===== src/rtl/stage_memory.sv =====
// Memory stage of the vector pipeline: results either pass straight through to
// writeback or drive a lane-serial byte load/store against the data memory.
module stage_memory #(
  parameter int vecSize   = 4,
  parameter int regSize   = 8,
  parameter int addrWidth = 16
) (
  input  logic                       clk,
  input  logic                       rst,
  input  logic                       validIn,
  input  logic [1:0]                 memOp,
  input  logic [addrWidth-1:0]       baseAddr,
  input  logic [vecSize*regSize-1:0] vectIn,
  input  logic [3:0]                 rdAddrIn,
  input  logic                       regWrEnIn,
  output logic                       stall,
  output logic                       validOut,
  output logic [vecSize*regSize-1:0] vectOut,
  output logic [3:0]                 rdAddrOut,
  output logic                       regWrEnOut,
  output logic                       memReq,
  output logic                       memWe,
  output logic [addrWidth-1:0]       memAddr,
  output logic [regSize-1:0]         memWrData,
  input  logic [regSize-1:0]         memRdData,
  input  logic                       memAck
);

  localparam int laneWidth = (vecSize > 1) ? $clog2(vecSize) : 1;
  localparam logic [laneWidth-1:0] lastLane = laneWidth'(vecSize - 1);

  typedef enum logic {IDLE, ACCESS} state_t;

  state_t                     state_q, state_d;
  logic [laneWidth-1:0]       lane_q, lane_d;
  logic [addrWidth-1:0]       base_q, base_d;
  logic [vecSize*regSize-1:0] vec_q, vec_d;
  logic [3:0]                 rd_q, rd_d;
  logic                       wr_en_q, wr_en_d;
  logic                       is_store_q, is_store_d;
  logic                       valid_out_q, valid_out_d;
  logic [vecSize*regSize-1:0] vect_out_q, vect_out_d;
  logic [3:0]                 rd_out_q, rd_out_d;
  logic                       reg_wr_en_out_q, reg_wr_en_out_d;
  logic                       stall_c;
  logic                       is_mem_op;

  assign is_mem_op = (memOp == 2'b01) || (memOp == 2'b10);

  always_comb begin
    state_d         = state_q;
    lane_d          = lane_q;
    base_d          = base_q;
    vec_d           = vec_q;
    rd_d            = rd_q;
    wr_en_d         = wr_en_q;
    is_store_d      = is_store_q;
    valid_out_d     = 1'b0;
    vect_out_d      = vect_out_q;
    rd_out_d        = rd_out_q;
    reg_wr_en_out_d = reg_wr_en_out_q;
    stall_c         = 1'b0;
    memReq          = 1'b0;
    memWe           = 1'b0;
    memAddr         = '0;
    memWrData       = '0;

    case (state_q)
      IDLE: begin
        if (validIn) begin
          if (is_mem_op) begin
            state_d    = ACCESS;
            lane_d     = '0;
            base_d     = baseAddr;
            vec_d      = vectIn;
            rd_d       = rdAddrIn;
            wr_en_d    = regWrEnIn;
            is_store_d = (memOp == 2'b10);
            stall_c    = 1'b1;
          end else begin
            valid_out_d     = 1'b1;
            vect_out_d      = vectIn;
            rd_out_d        = rdAddrIn;
            reg_wr_en_out_d = regWrEnIn;
          end
        end
      end
      ACCESS: begin
        memReq    = 1'b1;
        memWe     = is_store_q;
        memAddr   = base_q + addrWidth'(lane_q);
        memWrData = vec_q[lane_q*regSize +: regSize];
        stall_c   = !(memAck && (lane_q == lastLane));
        if (memAck) begin
          // Loads overwrite the captured lane in place, so vec_q ends up holding the result.
          if (!is_store_q) begin
            vec_d[lane_q*regSize +: regSize] = memRdData;
          end
          lane_d = lane_q + 1'b1;
          if (lane_q == lastLane) begin
            state_d         = IDLE;
            lane_d          = '0;
            valid_out_d     = 1'b1;
            vect_out_d      = vec_d;
            rd_out_d        = rd_q;
            reg_wr_en_out_d = wr_en_q && !is_store_q;
          end
        end
      end
      default: state_d = IDLE;
    endcase
  end

  always_ff @(posedge clk or posedge rst) begin
    if (rst) begin
      state_q         <= IDLE;
      lane_q          <= '0;
      base_q          <= '0;
      vec_q           <= '0;
      rd_q            <= '0;
      wr_en_q         <= 1'b0;
      is_store_q      <= 1'b0;
      valid_out_q     <= 1'b0;
      vect_out_q      <= '0;
      rd_out_q        <= '0;
      reg_wr_en_out_q <= 1'b0;
    end else begin
      state_q         <= state_d;
      lane_q          <= lane_d;
      base_q          <= base_d;
      vec_q           <= vec_d;
      rd_q            <= rd_d;
      wr_en_q         <= wr_en_d;
      is_store_q      <= is_store_d;
      valid_out_q     <= valid_out_d;
      vect_out_q      <= vect_out_d;
      rd_out_q        <= rd_out_d;
      reg_wr_en_out_q <= reg_wr_en_out_d;
    end
  end

  // Stall is combinational from validIn, so it is gated to stay low during reset.
  assign stall      = stall_c && !rst;
  assign validOut   = valid_out_q;
  assign vectOut    = vect_out_q;
  assign rdAddrOut  = rd_out_q;
  assign regWrEnOut = reg_wr_en_out_q;

endmodule

===== config.mk =====
export PLATFORM = sky130hd
export DESIGN_NAME = stage_memory
export DESIGN_NICKNAME = d
export VERILOG_FILES = /design/src/rtl/stage_memory.sv
export SDC_FILE = /design/constraint.sdc
export NUM_CORES = 1
export LEC_CHECK = 0
export ABC_AREA = 1
export CAP_MARGIN = 20
export CORE_ASPECT_RATIO = 1.75
export CORE_MARGIN = 3
export CORE_UTILIZATION = 25
export CTS_CLUSTER_DIAMETER = 60
export DETAILED_ROUTE_END_ITERATION = 10
export PLACE_DENSITY_LB_ADDON = 0.3
export SYNTH_ARGS = -nofsm -noshare
export SYNTH_HDL_FRONTEND = slang
export SYNTH_SLANG_ARGS = --single-unit

===== constraint.sdc =====
create_clock -name clk -period 3 [get_ports clk]
set_input_delay 0.6 -clock clk [delete_from_list [all_inputs] [get_ports clk]]
set_output_delay 0.6 -clock clk [all_outputs]
set_load 0.03 [all_outputs]

# == Word-level counts from Yosys, hierarchy flattened ==
# Index checks and enable logic that the tools add are counted.
# Widths: inputs -> output; s select.
# classes
addsub,3
eq_ne,8
n_shift,3
mux,41
bitwise_logic,1
reduce_logical,10
# op_table
op,count
$mux 32,8
$pmux 32 s2,2
$neg 5->34,1
$shift 8x34->32 const A,1
$shiftx 8x34->32,1
$bwmux 32,1
$shiftx 32x6->8,1
$add 16x2->16,1
$mux 16,1
$mux 4,4
$mux 1,14
$mux 2,4
$mux 8,1
$ne 2x2->1 const B,4
$pmux 1 s2,4
$pmux 4 s2,1
$reduce_and 3->1,2
$eq 2x2->1 const B,2
$pmux 2 s2,1
$reduce_and 4->1,1
$logic_and 1x1->1,3
$logic_not 1->1,3
$add 2x1->2 const B,1
$eq 2x1->1 const B,1
3 further kinds,3
# totals
reg_bits,95
input_bits,67

# == Longest topological paths before layout ==
# Gate-level depths: netlist of run 1.
# logic_depth
ltp_word,7
ltp_mapped,11

# == Least setup slack after synthesis of run 1 ==
# OpenSTA, ideal clock, no wires.
# synth_path
path_kind,input port to output port
startpoint,in memOp[0]
endpoint,out stall
arrival_ns,1.891
required_ns,2.400
slack_ns,0.509
stages,8
n_path_buf,1
path_cell_list,inv_1 -> ha_1 -> nor2_2 -> nand2_4 -> buf_6 -> o21ai_2 -> inv_1 -> nor2_1
# synth_via
elab_chain_len,6
# synth_rtl
element,line,source
from (decl),11,"input logic [1:0] memOp,"
$eq 2x1->1 / $eq 2x2->1 (equally long branches),48,assign is_mem_op = (memOp == 2'b01) || (memOp == 2'b10);
$logic_or 1x1->1 *,48,
$mux 1 *,71,if (is_mem_op) begin
$mux 1 *,70,if (validIn) begin
$pmux 1 s2 *,68,case (state_q)
$logic_and 1x1->1 *,143,assign stall = stall_c && !rst;
to (decl),16,"output logic stall,"
# Mark *: on every way between the ends. The rest lies on a longest branch, timed or not.

# == Worst setup path after layout of run 1 ==
# layout_path
startpoint,reg lane_q[1]
endpoint,out memAddr[3]
# layout_via
elab_chain_len,2
# layout_rtl
element,line,source
from (decl),35,"logic [laneWidth-1:0] lane_q, lane_d;"
from (signal assigned),129,lane_q <= lane_d;
$add 16x2->16,91,memAddr = base_q + addrWidth'(lane_q);
$mux 16,68,
to (decl),23,"output logic [addrWidth-1:0] memAddr,"
# No other way between the ends.

==> results of run 1 <==
[per-layer routing]
metal  part of all wire (%)  wire length, um  global-route usage [%]  up-vias
met4                    3.5              631                   6.888        0
met5                      0                0                       0        -
met2                     54             9868                   28.46      139
met1                     38             6944                   18.31     2345
met3                    3.9              699                   2.146       31
li1                       -                -                       -     2553
[how the worst min path moves through the flow]
stage,startpoint,endpoint,depth (start not counted)
after global placement,rd_q[3]$_DFFE_PP0P_,rd_q[3]$_DFFE_PP0P_,2
after floorplan,rd_q[0]$_DFFE_PP0P_,rd_q[0]$_DFFE_PP0P_,2
after detailed placement,vectOut[3]$_DFFE_PP0P_,vectOut[3]$_DFFE_PP0P_,2
final,vectOut[17]$_DFFE_PP0P_,vectOut[17]$_DFFE_PP0P_,2
after CTS,vectOut[12]$_DFFE_PP0P_,vectOut[12]$_DFFE_PP0P_,2
after global routing,vectOut[9]$_DFFE_PP0P_,vectOut[9]$_DFFE_PP0P_,2
[flip-flops by register name (all words and copies together), names as in the netlist]
| register | cells |
|---|---|
| regWrEnOut | 1 |
| rdAddrOut | 4 |
| state_q | 1 |
| is_store_q | 1 |
| vectOut | 32 |
| validOut | 1 |
| lane_q | 2 |
| base_q | 16 |
| wr_en_q | 1 |
| vec_q | 32 |
| rd_q | 4 |
[cell type report]
cell class / count / area (um2) / area share, %
inverter: 34 / 133.9 / 1.846
clock buffer: 15 / 277.8 / 3.830
timing repair buffer: 141 / 1474 / 20.32
multi-input combinational: 545 / 2673 / 36.85
tap: 252 / 315.3 / 4.348
sequential: 95 / 2379 / 32.80
[critical path, delay by kind of cell (launching register included)]
family,cells,cell delay [ns]
fa+ha+maj,1,0.33
buf+inv,1,0.18
flops,1,0.53
simple gates,4,0.76
[stage by stage]
step | hold slack [ns] | area, um2
after floorplan | 0.4520 | 5394
after global placement | 0.4640 | 6973
after detailed placement | 0.4638 | 6973
after CTS | 0.4830 | 7251
after global routing | 0.5118 | 7252
final | 0.4810 | 7252
[synthesized netlist by cell type, types with 3 or more instances]
cell / instances / area, um2
nand2_1: 202 / 758.2
dfrtp_1: 95 / 2377
nand3_1: 86 / 430.4
nor2_1: 73 / 274.0
a21oi_1: 55 / 275.3
o21ai_0: 45 / 225.2
or2_2: 32 / 200.2
inv_1: 26 / 97.59
buf_2: 15 / 75.07
ha_1: 8 / 100.1
a31oi_1: 7 / 43.79
buf_4: 7 / 52.55
inv_2: 7 / 26.28
buf_6: 6 / 67.56
mux2_4: 6 / 90.09
clkbuf_1: 4 / 15.01
nor2_4: 4 / 45.04
nor3_1: 4 / 20.02
o31ai_1: 4 / 30.03
mux2_2: 3 / 33.78
nand2_2: 3 / 18.77
nand2_4: 3 / 33.78
[power by group through the flow]
stage	Clock (uW)	Sequential (uW)	Combinational [uW]
2_1_floorplan	0	2730	2920
3_3_place_gp	0	2400	5290
3_5_place_dp	0	2400	5320
4_1_cts	1150	2380	5350
5_1_grt	1210	2460	5830
6_report	1110	2390	5260
[cell families after synthesis]
logic type      after synthesis  synth area share, %
simple gates                413                33.98
fa+ha+maj                     9                2.229
buf+inv                      66                6.314
compound gates              114                11.07
flops                        95                44.10
mux                           9                2.298
==> flow_summary.json, run 1 <==
{
  "status": "finished clean",
  "p_sw_uw": 4170,
  "cp-startpoint": "lane_q[1]$_DFFE_PP0P_",
  "synthToLayoutAreaGrowth_pct": 34.54,
  "r2r-end": "vectOut[25]$_DFFE_PP0P_",
  "vias": 5068,
  "dp_hpwl_mm": 13.36,
  "synth_seq_area_share_pct": 44.10,
  "dp.cells": 1067,
  "cp-start-kind": "register",
  "worst_slack_ns": 0.2498,
  "fin_crit_sh_pct": 91.67,
  "layoutNonFillerInstCount": 1082,
  "min_period_ns": 2.750,
  "hold_viol_final": 0,
  "path_cells": "ha_1 -> nand3_1 -> nand2_1 -> nor2_1 -> nor3_1 -> buf_12",
  "path_class": "reg -> out",
  "cts_buffers": 9,
  "gp_congestion": 0.9384,
  "std_cell_rows": 70,
  "synthFlopType": "dfrtp_1",
  "cts-resized-gates": 0,
  "worst-r2r-setup-slack_ns": 0.68,
  "r2r-start": "lane_q[0]$_DFFE_PP0P_",
  "worstPathRequired_ns": 2.40,
  "final_util_pct": 34.50,
  "crit_path_end": "memAddr[3]",
  "r2r_cells": 8,
  "p_sw_share_pct": 47.60,
  "final_common_cell": "nand2_1",
  "fin_tns_setup_ns": 0,
  "cp_slowest_cell": "dfrtp_2",
  "yosysWarnings": 0,
  "post-route-drc-count": 0,
  "power_uw": 8762,
  "worstMarginPinSlew_ns": 0.6578,
  "drv_cap": 0,
  "rsz0062_at_grt": "no",
  "synthArstFlopShare_pct": 100.0,
  "p_comb_share_pct": 60.1,
  "clockBufferDepth": 2,
  "grt_max_degree": 96,
  "ioPinCount": 132,
  "vias_per_cell": 4.684,
  "crit_path_max_fanout": 13,
  "antenna_cells": 0,
  "crit_path_max_incr_delay_ns": 0.53,
  "grt_overflow": 0,
  "grt_antenna_before_repair": 0,
  "firstDrtPassIters": 5,
  "syn_avg_cell_area_um2": 7.635,
  "cts.reportedPaths.clkPinSlew_ns": 0.06,
  "nFillCells": 2243,
  "p_int_uw": 4592,
  "hold_class": "reg -> reg",
  "ant_nets": 0,
  "drt_iter0_drc": 321,
  "pwr-share-clk_pct": 12.7,
  "seqPwrFrac_pct": 27.3,
  "syn_nets": 782,
  "fmax_ghz": 0.3636,
  "die_h_um": 200.2,
  "grt_pass1_vias": 5191,
  "clock_skew_ns": 0.006490,
  "tritoncts": "yes",
  "synth-seq-cells": 95,
  "setup_viol_count_final": 0,
  "yosysUniqueCellTypes": 31,
  "cp.arrival_ns": 2.15,
  "die_area_um2": 23430,
  "relSlewSlack_pct": 56.08,
  "routed_wl_mm": 18.14,
  "final_max_slew_viol_count": 0,
  "power.leakage_uw": 0.003384,
  "initial_core_util_pct": 25.64,
  "numPortBuffers": 131,
  "fp.dieW_um": 117.0,
  "clkLatencyLatePin_ns": 0.34,
  "coreArea_um2": 21020,
  "cts-root-buf": "clkbuf_16",
  "drive_gt1_share_pct": 13.73,
  "nets": 902,
  "peakVddDrop_uv": 754.0,
  "htreeDepth": 3,
  "syn-cell-area_um2": 5390,
  "crit_path_end_kind": "output pin",
  "clock_sinks": 95,
  "synth_cells": 706,
  "grt.total_usage_pct": 15.89,
  "grt_pass1_wl_mm": 28.53,
  "cts_setup_buffers": 0,
  "power_density_nw_per_um2": 1208,
  "ctsHoldBuffers": 0,
  "post-place-ws_ns": 0.2623,
  "synth_edf_count": 0,
  "layout_common_cells": "202 x nand2_1, 106 x clkdlybuf4s50_1, 94 x dfrtp_1",
  "wl_per_cell_um": 16.77
}
Power figures use the tool's default switching activity.
==> inputs of run 2 (changes only) <==
--- a/config.mk
+++ b/config.mk
@@ -13,6 +13,8 @@
 export CTS_CLUSTER_DIAMETER = 60
 export DETAILED_ROUTE_END_ITERATION = 10
 export PLACE_DENSITY_LB_ADDON = 0.3
+export RECOVER_POWER = 50
+export SLEW_MARGIN = 10
 export SYNTH_ARGS = -nofsm -noshare
 export SYNTH_HDL_FRONTEND = slang
 export SYNTH_SLANG_ARGS = --single-unit
==> flow_summary.json, run 2 (same netlist as run 1, synthesis figures left out) <==
{
  "status": "finished clean",
  "final_common_cell": "nand2_1",
  "clockBufferDepth": 2,
  "fp.dieW_um": 117.0,
  "grt_pass1_vias": 5191,
  "final_max_slew_viol_count": 0,
  "antenna_cells": 0,
  "grt.total_usage_pct": 15.89,
  "clkLatencyLatePin_ns": 0.34,
  "clock_skew_ns": 0.007286,
  "cts-root-buf": "clkbuf_16",
  "relSlewSlack_pct": 9.167,
  "setup_viol_count_final": 0,
  "gp_congestion": 0.9384,
  "power_density_nw_per_um2": 1201,
  "power.leakage_uw": 0.003420,
  "layout_common_cells": "203 x nand2_1, 94 x dfrtp_1, 86 x nand3_1",
  "worstPathRequired_ns": 2.40,
  "ioPinCount": 132,
  "crit_family": "buffers and inverters",
  "crit_path_max_incr_delay_ns": 0.46,
  "peakVddDrop_uv": 753.6,
  "grt_antenna_before_repair": 0,
  "path_cells": "clkdlybuf4s50_1 -> inv_1 -> ha_1 -> nor2_1 -> nand2_4 -> o21ai_2 -> inv_1 -> nor2_1 -> buf_4",
  "fin_crit_sh_pct": 92.20,
  "worstMarginPinSlew_ns": 1.362,
  "crit_path_max_fanout": 6,
  "firstDrtPassIters": 4,
  "coreArea_um2": 21020,
  "initial_core_util_pct": 25.64,
  "power_uw": 8679,
  "cp_slowest_cell": "clkdlybuf4s50_1",
  "fmax_ghz": 0.3615,
  "numPortBuffers": 131,
  "clock_sinks": 95,
  "grt_max_degree": 96,
  "drv_cap": 0,
  "rsz0062_at_grt": "no",
  "routed_wl_mm": 18.12,
  "hold_viol_final": 0,
  "dp_hpwl_mm": 13.36,
  "htreeDepth": 3,
  "vias_per_cell": 4.689,
  "vias": 5073,
  "critical_path_buf_inv_count": 4,
  "drt_iter0_drc": 325,
  "nets": 902,
  "die_h_um": 200.2,
  "crit_path_end_kind": "output pin",
  "grt_overflow": 0,
  "path_class": "in -> out",
  "ant_nets": 0,
  "wl_per_cell_um": 16.75,
  "grt_pass1_wl_mm": 28.53,
  "std_cell_rows": 70,
  "min_period_ns": 2.766,
  "hold_class": "reg -> reg",
  "cts_buffers": 9,
  "tritoncts": "yes",
  "cp-start-kind": "primary input",
  "die_area_um2": 23430,
  "post-route-drc-count": 0,
  "cp.arrival_ns": 2.17,
  "synthToLayoutAreaGrowth_pct": 34.12,
  "drive_gt1_share_pct": 13.49,
  "fin_tns_setup_ns": 0,
  "cts.reportedPaths.clkPinSlew_ns": 0.06
}
==> run 2: changes by cell type in the layout (fill, tap and decap cells not counted), sizes merged <==
cell,before,now
dlygate4sd3,0,31
clkbuf,15,16
clkdlybuf4s50,106,75
buf,35,34
==> run 2: metal layers <==
metal | track usage [%] | vias to the layer above | wire length (um)
li1 | - | 2553 | -
met1 | 18.31 | 2344 | 6931
met2 | 28.46 | 143 | 9846
met3 | 2.146 | 33 | 693
met4 | 6.888 | 0 | 651
met5 | 0 | - | 0
==> run 2: final cells by class <==
cell class	count	area, um2
clock buffer	15	277.8
multi-input combinational	545	2663
timing repair buffer	141	1461
tap	252	315.3
fill	2247	13790
inverter	34	133.9
sequential	95	2379
==> run 2: where the power goes <==
group	switching (uW)	leakage, uW	internal, uW
sequential	486	0.00116	1890
clock	483	0.000136	628
combinational	3190	0.00212	2000
==> run 2: path summary, 6_finish.rpt <==
path,start,endpoint,slack [ns],depth (start not counted)
max in group asynchronous,rst,lane_q[1]$_DFFE_PP0P_,0.79,3
hold reg to reg,vectOut[3]$_DFFE_PP0P_,vectOut[3]$_DFFE_PP0P_,0.48,2
setup / recovery,memOp[0],stall,0.23,9
hold / removal,vectOut[3]$_DFFE_PP0P_,vectOut[3]$_DFFE_PP0P_,0.48,2
min in group asynchronous,rst,state_q$_DFF_PP0_,1.28,3
setup reg to reg,lane_q[0]$_DFFE_PP0P_,vectOut[25]$_DFFE_PP0P_,0.60,9
==> run 2: stage by stage <==
stage	hold slack (ns)	setup slack [ns]	utilization (%)	std cells	area (um2)
floorplan	0.4520	0.5088	-	706	5394
global route	0.5066	0.04047	34.39	1082	7229
finish	0.4779	0.2341	34.39	1082	7229
CTS	0.4830	0.07127	34.49	1082	7251
detailed placement	0.4638	0.2623	33.17	1067	6973
global placement	0.4640	0.2684	33.17	1067	6973
==> run 2: worst register-to-register path: stages, from the launching register on <==
cell and delay, ns:
dfrtp_1 0.41, buf_4 0.19, ha_1 0.28, nand2_1 0.08
inv_1 0.05, nand2_1 0.05, nand2_1 0.36, inv_2 0.67
nand2_1 0.11, nand2_1 0.11
==> run 2: repair_timing <==
item                                    CTS  global route
hold buffers                              0             0
endpoints found under the hold margin     0             0
endpoints found under the setup margin    0             7
resized for setup                         0             1
buffers inserted                          0             0
